File: src/rtl/imem_pkg.sv
// Shared definitions for the IMEM read-port arbiter.
package imem_pkg;

  localparam int unsigned IMEM_ADDR_DEPTH = 14;

  typedef enum logic [0:0] {
    ARB_FETCH = 1'b0,
    ARB_DEBUG = 1'b1
  } arb_state_e;

  // Returns the error flag for a byte address: 1 when the address is not
  // word aligned or has any bit set above the IMEM word range.
  function automatic logic imem_addr_ok(input logic [31:0] addr, input int unsigned depth);
    logic [31:0] hi_mask;
    hi_mask = ~((32'd1 << (depth + 2)) - 32'd1);
    return (addr[1:0] != 2'b00) || ((addr & hi_mask) != 32'd0);
  endfunction

endpackage

File: src/rtl/imem_resp_reg.sv
// Per-requester response register: one-cycle valid pulse, error flag and
// read data captured at the grant edge. Data holds when no grant occurs.
module imem_resp_reg
  import imem_pkg::*;
(
  input  logic        clk_i,
  input  logic        rst_n_i,
  input  logic        capture_i,
  input  logic        err_i,
  input  logic [31:0] data_i,
  output logic        valid_o,
  output logic        err_o,
  output logic [31:0] data_o
);

  logic        valid_q, valid_d;
  logic        err_q, err_d;
  logic [31:0] data_q, data_d;

  // Next-state: erroring grants return zero data; idle cycles keep old data.
  always_comb begin
    valid_d = capture_i;
    err_d   = capture_i & err_i;
    data_d  = data_q;
    if (capture_i) begin
      data_d = err_i ? 32'd0 : data_i;
    end
  end

  // Response state registers.
  always_ff @(posedge clk_i or negedge rst_n_i) begin
    if (!rst_n_i) begin
      valid_q <= 1'b0;
      err_q   <= 1'b0;
      data_q  <= 32'd0;
    end else begin
      valid_q <= valid_d;
      err_q   <= err_d;
      data_q  <= data_d;
    end
  end

  assign valid_o = valid_q;
  assign err_o   = err_q;
  assign data_o  = data_q;

endmodule

File: src/rtl/imem_arbiter.sv
// Two-port arbiter in front of the single combinational IMEM read port.
// Fetch has priority; a streak counter forces a debug grant after
// MAX_STREAK consecutive fetch grants while debug is waiting.
//
// state     | meaning
// ARB_FETCH | fetch wins when requesting, otherwise debug
// ARB_DEBUG | debug wins; falls back to fetch if debug has dropped
module imem_arbiter
  import imem_pkg::*;
#(
  parameter int unsigned ADDR_DEPTH = IMEM_ADDR_DEPTH,
  parameter int unsigned MAX_STREAK = 4
) (
  input  logic                  clk_i,
  input  logic                  rst_n_i,
  input  logic                  f_req_i,
  input  logic [31:0]           f_addr_i,
  output logic                  f_gnt_o,
  output logic                  f_valid_o,
  output logic [31:0]           f_data_o,
  output logic                  f_err_o,
  input  logic                  d_req_i,
  input  logic [31:0]           d_addr_i,
  output logic                  d_gnt_o,
  output logic                  d_valid_o,
  output logic [31:0]           d_data_o,
  output logic                  d_err_o,
  output logic                  imem_rden_o,
  output logic [ADDR_DEPTH-1:0] imem_addr_o,
  input  logic [31:0]           imem_dout_i
);

  localparam logic [3:0] STREAK_LAST = 4'(MAX_STREAK - 1);

  arb_state_e state_q;
  logic [3:0] streak_q;

  logic        f_gnt, d_gnt, any_gnt;
  logic [31:0] sel_addr;
  logic        sel_err;

  // Grant decode and IMEM port drive; grants are combinational from REQ and state.
  always_comb begin
    f_gnt    = f_req_i && ((state_q == ARB_FETCH) || !d_req_i);
    d_gnt    = d_req_i && ((state_q == ARB_DEBUG) || !f_req_i);
    any_gnt  = f_gnt || d_gnt;
    sel_addr = d_gnt ? d_addr_i : f_addr_i;
    sel_err  = imem_addr_ok(sel_addr, ADDR_DEPTH);
    imem_rden_o = any_gnt && !sel_err;
    imem_addr_o = any_gnt ? sel_addr[ADDR_DEPTH+1:2] : '0;
  end

  // Arbitration FSM and starvation streak counter.
  always_ff @(posedge clk_i or negedge rst_n_i) begin
    if (!rst_n_i) begin
      state_q  <= ARB_FETCH;
      streak_q <= 4'd0;
    end else if (!d_req_i || d_gnt) begin
      state_q  <= ARB_FETCH;
      streak_q <= 4'd0;
    end else if (f_gnt) begin
      // Debug is waiting while fetch wins: count it, hand over at the limit.
      if (streak_q == STREAK_LAST) begin
        state_q <= ARB_DEBUG;
      end
      if (streak_q != 4'hF) begin
        streak_q <= streak_q + 4'd1;
      end
    end
  end

  assign f_gnt_o = f_gnt;
  assign d_gnt_o = d_gnt;

  imem_resp_reg u_f_resp (
    .clk_i     (clk_i),
    .rst_n_i   (rst_n_i),
    .capture_i (f_gnt),
    .err_i     (sel_err),
    .data_i    (imem_dout_i),
    .valid_o   (f_valid_o),
    .err_o     (f_err_o),
    .data_o    (f_data_o)
  );

  imem_resp_reg u_d_resp (
    .clk_i     (clk_i),
    .rst_n_i   (rst_n_i),
    .capture_i (d_gnt),
    .err_i     (sel_err),
    .data_i    (imem_dout_i),
    .valid_o   (d_valid_o),
    .err_o     (d_err_o),
    .data_o    (d_data_o)
  );

endmodule

File: config.mk
export PLATFORM = sky130hd
export DESIGN_NAME = imem_arbiter
export DESIGN_NICKNAME = d
export VERILOG_FILES = /design/src/rtl/imem_pkg.sv /design/src/rtl/imem_resp_reg.sv /design/src/rtl/imem_arbiter.sv
export SDC_FILE = /design/constraint.sdc
export NUM_CORES = 1
export LEC_CHECK = 0
export CORE_ASPECT_RATIO = 1.4
export CORE_MARGIN = 10
export CORE_UTILIZATION = 35
export CTS_BUF_LIST = sky130_fd_sc_hd__clkbuf_4 sky130_fd_sc_hd__clkbuf_8
export CTS_CLUSTER_SIZE = 30
export DETAILED_ROUTE_END_ITERATION = 6
export GPL_ROUTABILITY_DRIVEN = 1
export PLACE_DENSITY = 0.78
export SYNTH_ARGS = -nofsm -noshare
export SYNTH_HDL_FRONTEND = slang
export SYNTH_SLANG_ARGS = --single-unit
File: constraint.sdc
create_clock -name clk_i -period 1.6 [get_ports clk_i]
set_clock_uncertainty 0.1 [all_clocks]
set_input_delay 0.24 -clock clk_i [delete_from_list [all_inputs] [get_ports clk_i]]
set_output_delay 0.24 -clock clk_i [all_outputs]
set_load 0.02 [all_outputs]
==> reports/qor.csv <==
metric,value,unit
status,finished with violations,
violations,negative setup slack,
max_stage_delay,500,ps
drv_cap,0,
drv_slew,0,
fmax,518,MHz
final_common_cell,nand2_1,
dr.first_iter.drc_count,129,
grt_max_degree,42,
grt_setup_unrepaired,true,
path_cells,dlygate4sd2_1 -> or4_4 -> nor4_4 -> o22a_2 -> buf_6,
diodes,0,
synthesis.nets,406,
overflow,0,
reg2regPathDepth,7,
worstReg2RegStart,state_q,
async_flop_share,1.00,
fill_cells,708,
worstPathMaxFanout,2,
place.gp.congestion,0.823,
cp.arrival,1590,ps
die_area,13300,µm²
fin_ws,-331,ps
grt_pass1_vias,3350,
port_buffers,184,
path_delay_family,simple AND/OR/NAND/NOR gates,
track_usage,0.173,
tightestPinTransition,393,ps
htreeDepth,3,
cp-end-kind,output port,
syn-instance-count,305,
yosys_warnings,0,
relSlewSlack,0.738,
ioPinCount,185,
clock_latency,350,ps
synth_flop_cell,dfrtp_1,
via_count,3200,
rows,41,
min_path_type,primary input to async pin,
drt_wl_total,12.8,mm
synth-seq-area-share,0.577,
place.detailed.hpwl,8.74,mm
rrSetupSlack,-310,ps
powerDensity,701,nW/µm²
grt_antenna_before_repair,0,
min_period,1930,ps
drc_errors,0,
drive_gt1_frac,0.286,
vias_per_cell,5.04,
setup-tns-final,-14160,ps
crit_path_start_kind,primary input,
die_w,100,µm
path_depth,5,
crit_start,f_addr_i[31],
peakVddDrop,0.499,mV
design.core.area,8930,µm²
worst-endpoint-required,1260,ps
syn_area,3170,µm²
critPathBufInv,2,
grt_pass1_wl,18.3,mm
ys_types,29,
dp_slack,-1100,ps
leakagePower,3.12,nW
fin_crit_sh,1.21,
crit_type,primary input to output port,
avgSynthCellArea,10.4,µm²
clk_pin_slew,70,ps
final_nets,624,
cts_max_path_buffers,2,
start_util,0.355,
clock-sinks,73,
synth_seq_cells,73,
final_cell_mix,"nand2_1, dlygate4sd2_1, dfrtp_1",
fp.dieH,133,µm
rr_endpoint,u_f_resp.data_o[20],
first_pass_iters,4,
wl_per_cell,20.2,µm
ant_nets,0,
crit_end,imem_rden_o,
synth_edf_count,0,
hold_viol_final,0,
finalSetupViolCount,73,
root_buffer,clkbuf_8,
cts_tree,done,
cts_buffers,9,
area_growth_syn_to_layout,88.1,%
slowest_stage,or4_4,
sequential cells by signal, indices dropped and copies added, names as in the netlist:
register	flops
u_d_resp.err_o	1
u_d_resp.data_o	32
streak_q	4
u_f_resp.data_o	32
u_d_resp.valid_o	1
u_f_resp.err_o	1
state_q	1
u_f_resp.valid_o	1
report_power, final:
part | total (mW) | switching, mW | leakage [nW] | internal, mW
Clock | 1.65 | 0.689 | 0.115 | 0.957
Combinational | 0.676 | 0.309 | 1.99 | 0.366
Sequential | 1.86 | 0.00416 | 1.01 | 1.85
stage by stage:
| stage | hold WS [ps] | area, µm² | total power, mW | cells | utilization |
|---|---|---|---|---|---|
| 6_report | 165 | 5960 | 4.18 | 635 | 0.668 |
| 5_1_grt | 143 | 5960 | 4.35 | 635 | 0.668 |
| 4_1_cts | 155 | 5620 | 4.17 | 624 | 0.629 |
| 3_5_place_dp | -0.138 | 5220 | 2.48 | 595 | 0.584 |
| 3_3_place_gp | -2.49 | 5220 | 2.47 | 595 | 0.584 |
| 2_1_floorplan | -156 | 3200 | 2.06 | 305 | - |
cells in the mapped netlist, types with 2 or more instances:
library cell	instances	area, µm²
a22o_1	32	280
buf_1	3	11.3
buf_4	3	22.5
buf_6	3	33.8
clkbuf_1	10	37.5
dfrtp_1	73	1830
nand2_1	99	372
nand3_1	16	80.1
nor2_1	7	26.3
nor3_1	3	15.0
nor4_1	7	43.8
o21ai_0	2	10.0
o21ai_2	30	263
or4_4	2	22.5
worst register-to-register path: stages, from the launching register on:
cell and delay [ps]:
dfrtp_1 390, nand2b_4 170, nand2_8 90, inv_6 50
buf_8 130, or4_4 610, buf_12 200, o21ai_2 110
worst min-delay path by stage:
| stage | start | endpoint | depth (start not counted) |
|---|---|---|---|
| 6_report | rst_n_i | u_f_resp.valid_o | 2 |
| 4_1_cts | rst_n_i | u_f_resp.valid_o | 2 |
| 3_5_place_dp | rst_n_i | u_f_resp.valid_o | 1 |
| 3_3_place_gp | rst_n_i | u_f_resp.valid_o | 1 |
| 2_1_floorplan | rst_n_i | state_q | 0 |
| 5_1_grt | rst_n_i | u_f_resp.valid_o | 2 |
repair_timing:
item	4_1_cts	5_1_grt
resized for setup	208	68
cloned	3	5
endpoints found under the setup margin	151	83
setup buffers	10	6
pin swaps	18	33
hold endpoints to repair	73	0
hold buffers	1	0
area by class of cell:
cell class / instances / area [µm²] / share of cell area
Clock buffer: 11 / 151 / 0.0254
Clock inverter: 5 / 77.6 / 0.0130
Inverter: 2 / 12.5 / 0.00210
Multi-Input combinational cell: 210 / 1410 / 0.237
Sequential cell: 73 / 1830 / 0.307
Tap cell: 107 / 134 / 0.0225
Timing Repair Buffer: 227 / 2340 / 0.394
routing by layer:
metal  GRT usage  vias to the layer above  wire length [µm]
met5           0                        -                 0
met4      0.0465                        0                97
met2       0.299                      117              6900
met1       0.188                     1577              4890
met3      0.0703                        8               914
li1            -                     1498                 -
kinds of logic after synthesis:
family                     share of synthesized area
muxes                                        0.00316
adders and majority gates                    0.00395
DFF                                            0.577
and+or+nand+nor                                0.197
AOI/OAI and AO/OA                              0.179
buffers and inverters                         0.0371
xor gates and xnor gates                     0.00277
(Power assumes the default switching activity.)
